<file path="src/rtl/proc_io_buf_pkg.sv">
// Shared helpers for the buffered processor I/O subsystem.
// Provides the address-width helper and the packed-bus channel slice offset.
package proc_io_buf_pkg;

   // Address width for n channels; a single channel still needs one address bit.
   function automatic int unsigned clog2_min1(input int unsigned n);
      return (n <= 1) ? 1 : $clog2(n);
   endfunction

   // Low bit of channel ch in a bus of w-bit words packed channel 0 at the LSBs.
   function automatic int unsigned slice_lo(input int unsigned ch, input int unsigned w);
      return ch * w;
   endfunction

endpackage

</file>
<file path="src/rtl/io_fifo.sv">
// Synchronous first-word-fall-through FIFO for one I/O channel.
// Ports:
//   clk, rst         rising-edge clock, synchronous active-high reset
//   push, push_data  write request and word; ignored when full unless popping
//   pop              read request; ignored when empty
//   head_c           word at the head (valid while !empty_c)
//   full_c, empty_c  status decoded from the registered occupancy count
module io_fifo #(
   parameter int unsigned NUBITS = 16,
   parameter int unsigned FDEPTH = 4
)(
   input  logic              clk,
   input  logic              rst,
   input  logic              push,
   input  logic [NUBITS-1:0] push_data,
   input  logic              pop,
   output logic [NUBITS-1:0] head_c,
   output logic              full_c,
   output logic              empty_c
);

   localparam int unsigned PW = $clog2(FDEPTH);
   localparam int unsigned CW = PW + 1;

   logic [NUBITS-1:0] mem [FDEPTH];
   logic [PW-1:0]     wr_ptr;
   logic [PW-1:0]     rd_ptr;
   logic [CW-1:0]     count;
   logic              do_push;
   logic              do_pop;

   assign full_c  = (count == CW'(FDEPTH));
   assign empty_c = (count == '0);
   assign head_c  = mem[rd_ptr];

   // A push into a full FIFO is legal when a pop frees the head slot in the same cycle.
   assign do_pop  = pop & ~empty_c;
   assign do_push = push & (~full_c | do_pop);

   // Pointers and occupancy; pointers wrap naturally since FDEPTH is a power of two.
   always_ff @(posedge clk) begin
      if (rst) begin
         wr_ptr <= '0;
         rd_ptr <= '0;
         count  <= '0;
      end else begin
         if (do_push) wr_ptr <= wr_ptr + PW'(1);
         if (do_pop)  rd_ptr <= rd_ptr + PW'(1);
         case ({do_push, do_pop})
            2'b10:   count <= count + CW'(1);
            2'b01:   count <= count - CW'(1);
            default: count <= count;
         endcase
      end
   end

   // Storage array; contents are don't-care once the pointers are reset.
   always_ff @(posedge clk) begin
      if (do_push) mem[wr_ptr] <= push_data;
   end

endmodule

</file>
<file path="src/rtl/proc_io_buf.sv">
// Multi-channel buffered I/O between the processor's port-mapped I/O and
// streaming peripherals, with per-channel FIFOs, sticky error flags and a
// maskable data-available interrupt.
// Ports:
//   clk, rst                      clock, synchronous active-high reset
//   req_in, addr_in, io_in        processor read strobe, channel, returned word (1-cycle latency)
//   out_en, addr_out, io_out      processor write strobe, channel, written word
//   itr                           registered interrupt: any masked input channel non-empty
//   in_data/in_valid/in_ready     peripheral input streams, channel i at [i*NUBITS +: NUBITS]
//   out_data/out_valid/out_ready  peripheral output streams (first-word-fall-through)
//   err_udf                       sticky: processor read an empty input channel
//   err_ovf                       sticky: processor write dropped on a full output channel
module proc_io_buf
   import proc_io_buf_pkg::*;
#(
   parameter int unsigned       NUBITS = 16,
   parameter int unsigned       NUIOIN = 2,
   parameter int unsigned       NUIOOU = 2,
   parameter int unsigned       FDEPTH = 4,
   parameter logic [NUIOIN-1:0] ITRMSK = {NUIOIN{1'b1}},
   parameter int unsigned       AINW   = clog2_min1(NUIOIN),
   parameter int unsigned       AOUW   = clog2_min1(NUIOOU)
)(
   input  logic                     clk,
   input  logic                     rst,
   input  logic                     req_in,
   input  logic [AINW-1:0]          addr_in,
   output logic [NUBITS-1:0]        io_in,
   input  logic                     out_en,
   input  logic [AOUW-1:0]          addr_out,
   input  logic [NUBITS-1:0]        io_out,
   output logic                     itr,
   input  logic [NUIOIN*NUBITS-1:0] in_data,
   input  logic [NUIOIN-1:0]        in_valid,
   output logic [NUIOIN-1:0]        in_ready,
   output logic [NUIOOU*NUBITS-1:0] out_data,
   output logic [NUIOOU-1:0]        out_valid,
   input  logic [NUIOOU-1:0]        out_ready,
   output logic [NUIOIN-1:0]        err_udf,
   output logic [NUIOOU-1:0]        err_ovf
);

   logic [NUBITS-1:0] in_head  [NUIOIN];
   logic [NUIOIN-1:0] in_full;
   logic [NUIOIN-1:0] in_empty;
   logic [NUIOIN-1:0] in_push;
   logic [NUIOIN-1:0] in_pop;
   logic [NUIOIN-1:0] rd_sel;
   logic [NUIOIN-1:0] udf_set;
   logic [NUBITS-1:0] rd_word_c;

   logic [NUBITS-1:0] out_head [NUIOOU];
   logic [NUIOOU-1:0] out_full;
   logic [NUIOOU-1:0] out_empty;
   logic [NUIOOU-1:0] out_pop;
   logic [NUIOOU-1:0] wr_sel;
   logic [NUIOOU-1:0] ovf_set;

   // Read-address decode; addresses beyond the last channel select nothing.
   always_comb begin
      rd_sel = '0;
      for (int unsigned i = 0; i < NUIOIN; i++) begin
         if (req_in && (addr_in == AINW'(i))) rd_sel[i] = 1'b1;
      end
   end

   // Word returned to the processor: head of the popped channel, else zero.
   always_comb begin
      rd_word_c = '0;
      for (int unsigned i = 0; i < NUIOIN; i++) begin
         if (in_pop[i]) rd_word_c = in_head[i];
      end
   end

   // Write-address decode; addresses beyond the last channel are ignored.
   always_comb begin
      wr_sel = '0;
      for (int unsigned j = 0; j < NUIOOU; j++) begin
         if (out_en && (addr_out == AOUW'(j))) wr_sel[j] = 1'b1;
      end
   end

   // Readiness comes from registered occupancy only, so a full channel refuses
   // a push even when the processor pops it in the same cycle. Occupancy is
   // sampled before the push lands, so a same-cycle read of an empty channel
   // still underflows.
   assign in_ready = ~in_full;
   assign in_push  = in_valid & ~in_full;
   assign in_pop   = rd_sel & ~in_empty;
   assign udf_set  = rd_sel & in_empty;

   // Valid is withheld during reset so no peripheral handshake happens on a flushing cycle.
   assign out_valid = ~out_empty & {NUIOOU{~rst}};
   assign out_pop   = out_valid & out_ready;
   assign ovf_set   = wr_sel & out_full & ~out_pop;

   for (genvar i = 0; i < NUIOIN; i++) begin : g_in
      io_fifo #(.NUBITS(NUBITS), .FDEPTH(FDEPTH)) u_fifo (
         .clk       (clk),
         .rst       (rst),
         .push      (in_push[i]),
         .push_data (in_data[slice_lo(i, NUBITS) +: NUBITS]),
         .pop       (in_pop[i]),
         .head_c    (in_head[i]),
         .full_c    (in_full[i]),
         .empty_c   (in_empty[i])
      );
   end

   for (genvar j = 0; j < NUIOOU; j++) begin : g_out
      io_fifo #(.NUBITS(NUBITS), .FDEPTH(FDEPTH)) u_fifo (
         .clk       (clk),
         .rst       (rst),
         .push      (wr_sel[j]),
         .push_data (io_out),
         .pop       (out_pop[j]),
         .head_c    (out_head[j]),
         .full_c    (out_full[j]),
         .empty_c   (out_empty[j])
      );
      assign out_data[slice_lo(j, NUBITS) +: NUBITS] = out_head[j];
   end

   // Processor read register, sticky error flags and interrupt level.
   always_ff @(posedge clk) begin
      if (rst) begin
         io_in   <= '0;
         itr     <= 1'b0;
         err_udf <= '0;
         err_ovf <= '0;
      end else begin
         if (req_in) io_in <= rd_word_c;
         itr     <= |(~in_empty & ITRMSK);
         err_udf <= err_udf | udf_set;
         err_ovf <= err_ovf | ovf_set;
      end
   end

endmodule
</file>
<file path="config.mk">
export PLATFORM = sky130hd
export DESIGN_NAME = proc_io_buf
export DESIGN_NICKNAME = d
export VERILOG_FILES = /design/src/rtl/proc_io_buf_pkg.sv /design/src/rtl/io_fifo.sv /design/src/rtl/proc_io_buf.sv
export SDC_FILE = /design/constraint.sdc
export NUM_CORES = 1
export LEC_CHECK = 0
export CORE_MARGIN = 8
export CORE_UTILIZATION = 40
export CTS_CLUSTER_SIZE = 10
export DETAILED_ROUTE_END_ITERATION = 12
export GPL_ROUTABILITY_DRIVEN = 0
export PLACE_DENSITY_LB_ADDON = 0.3
export SYNTH_ARGS = -nofsm -noshare
export SYNTH_HDL_FRONTEND = slang
export SYNTH_SLANG_ARGS = --single-unit
</file>
<file path="constraint.sdc">
create_clock -name clk -period 2.7 [get_ports clk]
set_clock_uncertainty 0.2 [all_clocks]
set_input_delay 0.675 -clock clk [delete_from_list [all_inputs] [get_ports clk]]
set_output_delay 0.675 -clock clk [all_outputs]
set_load 0.03 [all_outputs]
</file>
**Yosys cells after proc, flatten, opt, wreduce, memory -nomap -nowiden**

Memories as Yosys holds them, arrays and structs flattened. A register that Yosys moved wholly into a read port is not among the register bits.
Cells that the tools add are included.
W data, S select, Z words.

- $add $sub $neg: 16
- Eq/ne operators: 12
- Mux-type cells: 26
- Bitwise logic cells: 36
- Reductions and logical operators: 13

Operators by type and width:

| cell | count |
|---|---|
| $mux W16 | 2 |
| $pmux W3 S2 | 4 |
| $add A2 B1 Y2 const B | 8 |
| $mux W2 | 8 |
| $and A2 B2 Y2 | 7 |
| $add A3 B1 Y3 const B | 4 |
| $eq A3 B3 Y1 const B | 4 |
| $logic_not A3 Y1 | 4 |
| $mux W1 | 12 |
| $sub A3 B1 Y3 const B | 4 |
| $not A1 Y1 | 11 |
| $and A1 B1 Y1 | 8 |
| $eq A2 B1 Y1 const B | 4 |
| $eq A2 B2 Y1 const B | 4 |
| $not A2 Y2 | 4 |
| $reduce_bool A2 Y1 | 4 |
| $logic_and A1 B1 Y1 | 4 |
| $or A1 B1 Y1 | 4 |
| $or A2 B2 Y2 | 2 |
| $reduce_or A2 Y1 | 1 |

- Register bits: 49
- Memory bits (writable): 256
- Output and inout port bits: 57
- Memories: 4

Memory list:

| name | words | bits a word | read ports | clocked after memory_dff | write ports | RTL line | text |
|---|---|---|---|---|---|---|---|
| g_in[0].u_fifo.mem | 4 | 16 | 1 | 1 | 1 | io_fifo.sv:25 | `logic [NUBITS-1:0] mem [FDEPTH];` |
| g_in[1].u_fifo.mem | 4 | 16 | 1 | 1 | 1 | io_fifo.sv:25 |  |
| g_out[0].u_fifo.mem | 4 | 16 | 1 | 1 | 1 | io_fifo.sv:25 |  |
| g_out[1].u_fifo.mem | 4 | 16 | 1 | 1 | 1 | io_fifo.sv:25 |  |

**Logic depth before layout (Yosys ltp)**

- Depth after elaboration: 9
- Mapped depth: 11
- Depth with buffers taken out: 9

**Hierarchy**

A second synthesis with hierarchy kept.

- Cells, all modules: 670
- Area, all modules: 12,371.9 um^2

By module, submodules not included:

| module | instances | cells an instance | area each (um^2) |
|---|---|---|---|
| io_fifo (g_in[0].u_fifo ...) | 3 | 143 | 2,845.2 |
| io_fifo (g_in[1].u_fifo) | 1 | 138 | 2,830.2 |
| proc_io_buf | 1 | 103 | 1,006.0 |

**Worst setup path after synthesis**

Ideal clock, no wire load.

- Path kind: input-to-reg
- Start: input port req_in
- End: register g_in[0].u_fifo.count[2]
- Library setup time: 0.070 ns
- Arrival time: 2.485 ns
- Data required time: 2.430 ns
- Slack: -0.056 ns
- Stages on the path: 11
- Path buffers: 3
- Path through: buf_4 > and2b_1 > nor2b_2 > buf_4 > buf_6 > ha_1 > inv_1 > fa_1 > xor2_1 > or3_1 > a21oi_1

- Word-level cells in the longest chain between the ends: 8
- Elaborated cells between the ends (all ways): 10

RTL lines:

| element | RTL line | text |
|---|---|---|
| start: declaration | proc_io_buf.sv:26 | `input logic req_in,` |
| $logic_and A1 B1 Y1 * | proc_io_buf.sv:63 | `if (req_in && (addr_in == AINW'(i))) rd_sel[i] = 1'b1;` |
| $mux W1 * | proc_io_buf.sv:63 |  |
| $and A2 B2 Y2 * | proc_io_buf.sv:89 | `assign in_pop = rd_sel & ~in_empty;` |
| $and A1 B1 Y1 * | io_fifo.sv:37 | `assign do_pop = pop & ~empty_c;` |
| named net g_in[0].u_fifo.do_pop | io_fifo.sv:30 | `logic do_pop;` |
| $or A1 B1 Y1 | io_fifo.sv:38 | `assign do_push = push & (~full_c \| do_pop);` |
| $and A1 B1 Y1 | io_fifo.sv:38 |  |
| $eq A2 B1 Y1 or $eq A2 B2 Y1 (tied branches) | io_fifo.sv:49 | `case ({do_push, do_pop})` |
| $pmux W3 S2 or $reduce_bool A2 Y1 (tied branches) | -- |  |
| end signal: assignment | io_fifo.sv:50 | `2'b10: count <= count + CW'(1);` |
| end signal: assignment | io_fifo.sv:51 | `2'b01: count <= count - CW'(1);` |
| end signal: assignment | io_fifo.sv:52 | `default: count <= count;` |
| end: declaration | io_fifo.sv:28 | `logic [CW-1:0] count;` |

Mark *: on every way through the listed nets, which the timed path passes. The rest lies on a longest branch.
A chain may end at the register's enable or synchronous reset.

==> impl_metrics.env <==
export IMPL_drc_errors=0
export IMPL_status="finished, violations left"
export IMPL_final_period_utilization_pct=100
export IMPL_placedCellCount=1151
export IMPL_worstHoldPathType="flip-flop to flip-flop"
export IMPL_synth_top_area_share_pct=63.9
export IMPL_power_leakage_nw=5.18
export IMPL_antenna_left=0
export IMPL_chipWidth_um=189
export IMPL_endpoint_kind="output pin"
export IMPL_finalNetCount=901
export IMPL_synth_nets=713
export IMPL_cp_max_fo=6
export IMPL_dp_hpwl_mm=15.6
export IMPL_yosys_top_cells_area="edfxtp_1, dfxtp_1, mux4_2"
export IMPL_rows=63
export IMPL_slew_headroom_pct=50.0
export IMPL_synthArstFlopShare_pct=0
export IMPL_core_area_sq_um=29600
export IMPL_top_usage_layer="met2"
export IMPL_synth_warnings=0
export IMPL_fmax_ghz=0.370
export IMPL_cap_viol_max_count=0
export IMPL_grt_ovfl_total=0
export IMPL_fin_cells=1235
export IMPL_drt_iter0_markers=299
export IMPL_via_count=6204
export IMPL_ir_worst_vdd_v=0.000583
export IMPL_cts_reportedPaths_clkPinSlew_ns=0.05
export IMPL_yosys_register_bits=313
export IMPL_start_kind="flip-flop"
export IMPL_power_density_nw_per_um2=754
export IMPL_setup_viol=1
export IMPL_io_buffers=114
export IMPL_wire_per_inst_um=19.7
export IMPL_post_synth_cell_area_avg_sq_um=19.1
export IMPL_grt_max_degree=56
export IMPL_period_minus_slack_ns=2.70
export IMPL_rsz0062_at_grt="yes"
export IMPL_clockBufferDepth=3
export IMPL_viasPerCell=5.02
export IMPL_synth_edff_count=256
export IMPL_ys_seq_area_share_pct=73.4
export IMPL_synth_cell_types=40
export IMPL_grt_pass1_vias=6732
export IMPL_grt_met2_usage_pct=23.2
export IMPL_worstPathArrival_ns=1.83
export IMPL_syn_cell_area_sq_um=12000
export IMPL_area_delta_synth_final_pct=27.2
export IMPL_internal_power_mw=8.80
export IMPL_combPwrFrac_pct=12.8
export IMPL_syn_inst=631
export IMPL_slew_violations=0
export IMPL_p_sw_mw=2.74
export IMPL_cts_made_buffers=37
export IMPL_setup_ws_ns=-0.00401
export IMPL_synth_top_cell_by_area="edfxtp_1"
export IMPL_start_util_pct=40.6
export IMPL_numClockSinks=313
export IMPL_grt_pass1_wl_mm=38.3
export IMPL_worstMarginPinSlew_ns=0.749
export IMPL_use_met3_pct=3.38
export IMPL_grt_use_met1_pct=17.4
export IMPL_crit_type="flip-flop to output pin"
export IMPL_clkLatencyLatePin_ns=0.54
export IMPL_fp_dieH_um=189
export IMPL_synth_ff_type="edfxtp_1"
export IMPL_drive_above_1_share_pct=23.5
export IMPL_tns_ns=-0.00401
export IMPL_wl_mm=24.4
export IMPL_cts_tree="built"
export IMPL_p_clk_share_pct=38.5
export IMPL_antenna_found_initial=2
export IMPL_seq_power_share_pct=48.7
export IMPL_h_tree_depth=2
export IMPL_io_pins=115
export IMPL_finalHoldViolations=0
export IMPL_root_buffer="clkbuf_16"
export IMPL_violations="negative setup slack"
export IMPL_firstDrtPassIters=5
export IMPL_die_area_sq_um=35900
export IMPL_grt_usage_pct=13.8
export IMPL_cp_data_required_time_ns=1.82
export IMPL_switching_share_pct=23.8
==> cells in the final DEF (no fill, tap or decap), types with 2 or more instances in the layout <==
cell             instances
a211oi_1                16
a21oi_1                 12
a22oi_1                 12
a22oi_2                  4
a31oi_1                  2
and2_1                  10
and3_1                   9
buf_12                  14
buf_2                    3
buf_4                   45
buf_6                   37
clkbuf_1                21
clkbuf_16               37
clkdlybuf4s50_1         76
clkinv_16                2
dfxtp_1                 55
diode_2                  2
edfxtp_1               256
fa_1                     4
ha_1                    19
inv_1                   25
mux2i_1                  2
mux4_1                  20
mux4_2                  44
nand2_1                  6
nand2b_1                 2
nor2_1                  57
nor3_1                   4
nor3b_1                  2
o21ai_0                  4
or3_1                    4
xnor2_1                 11
xor2_1                   9
==> metrics by stage <==
step	util (%)	cell area, sq um	hold WS (ns)	worst slack (ns)	power (mW)
floorplan	-	12100	0.266	0.00395	6.57
global placement	47.0	13900	0.253	-0.306	7.07
detailed placement	47.0	13900	0.257	-0.427	7.13
CTS	51.6	15300	0.268	-0.0833	11.7
global route	51.6	15300	0.301	-0.0576	12.0
finish	51.6	15300	0.264	-0.00401	11.5
==> synth_stat cells (6+ instances only) <==
cell and instances:
a211oi_1 16, a21oi_1 12, a22oi_1 12, and2_1 10, and3_1 9, buf_2 7
clkbuf_1 12, dfxtp_1 57, edfxtp_1 256, ha_1 20, inv_1 25, mux4_1 20
mux4_2 44, nand2_1 6, nor2_1 57, xnor2_1 11, xor2_1 9
==> routing by layer <==
layer | wire [um] | vias up
met5 | 0 | -
met4 | 553 | 0
met3 | 1380 | 42
met2 | 12100 | 170
met1 | 10300 | 3138
li1 | - | 2854
==> worst max-delay path, stage by stage (launching register included) <==
cell     delay, ns
dfxtp_4       0.37
buf_12        0.14
buf_4         0.11
mux4_2        0.53
buf_6         0.16
==> final timing paths <==
path	start	endpoint	slack [ns]	cells past startpoint
hold / removal	err_ovf[1]$_SDFF_PP0_	err_ovf[1]$_SDFF_PP0_	0.26	2
hold reg to reg	err_ovf[1]$_SDFF_PP0_	err_ovf[1]$_SDFF_PP0_	0.26	2
setup / recovery	flip-flop	out_data[13]	-0.004	4
setup reg to reg	g_in[0].u_fifo.count[2]$_SDFFE_PP0P_	g_in[0].u_fifo.count[2]$_SDFFE_PP0P_	0.13	9
==> sequential cells by signal (all words and copies together) (netlist names), named ones only <==
| signal | flops |
|---|---|
| g_in.u_fifo.wr_ptr | 4 |
| err_ovf | 2 |
| g_out.u_fifo.wr_ptr | 4 |
| g_out.u_fifo.rd_ptr | 4 |
| g_in.u_fifo.rd_ptr | 4 |
| g_in.u_fifo.mem | 128 |
| g_in.u_fifo.count | 6 |
| g_out.u_fifo.mem | 128 |
| g_out.u_fifo.count | 6 |
| err_udf | 2 |
| io_in | 16 |
| itr | 1 |
==> area by class of cell <==
| type | instances | area [sq um] |
|---|---|---|
| Fill cell | 2356 | 14300 |
| Timing Repair Buffer | 179 | 1850 |
| Sequential cell | 313 | 8830 |
| Tap cell | 390 | 488 |
| Inverter | 25 | 93.8 |
| Clock buffer | 59 | 1020 |
| Antenna cell | 2 | 5.00 |
| Clock inverter | 4 | 73.8 |
| Multi-Input combinational cell | 263 | 2940 |
==> power groups by stage <==
stage	registers, mW	logic, mW	clock network, mW
3_3_place_gp	5.69	1.37	0
2_1_floorplan	5.73	0.840	0
6_report	5.62	1.48	4.44
3_5_place_dp	5.72	1.41	0
5_1_grt	5.64	1.60	4.74
4_1_cts	5.62	1.50	4.56
==> what timing repair did <==
item / 4_1_cts / 5_1_grt
resized for setup: 130 / 15
buffers inserted: 18 / 1
hold buffers: 0 / 0
cloned: 1 / 0
setup endpoints to repair: 27 / 32
==> kinds of logic after synthesis <==
family          count (synthesis)  share of synthesized area (%)
xor+xnor                       20                           1.46
buf+inv                        55                           2.34
mux                            66                           12.8
simple gates                   99                           3.91
fa+ha+maj                      24                           2.75
compound gates                 54                           3.41
flops                         313                           73.4
(Power assumes the default switching activity.)
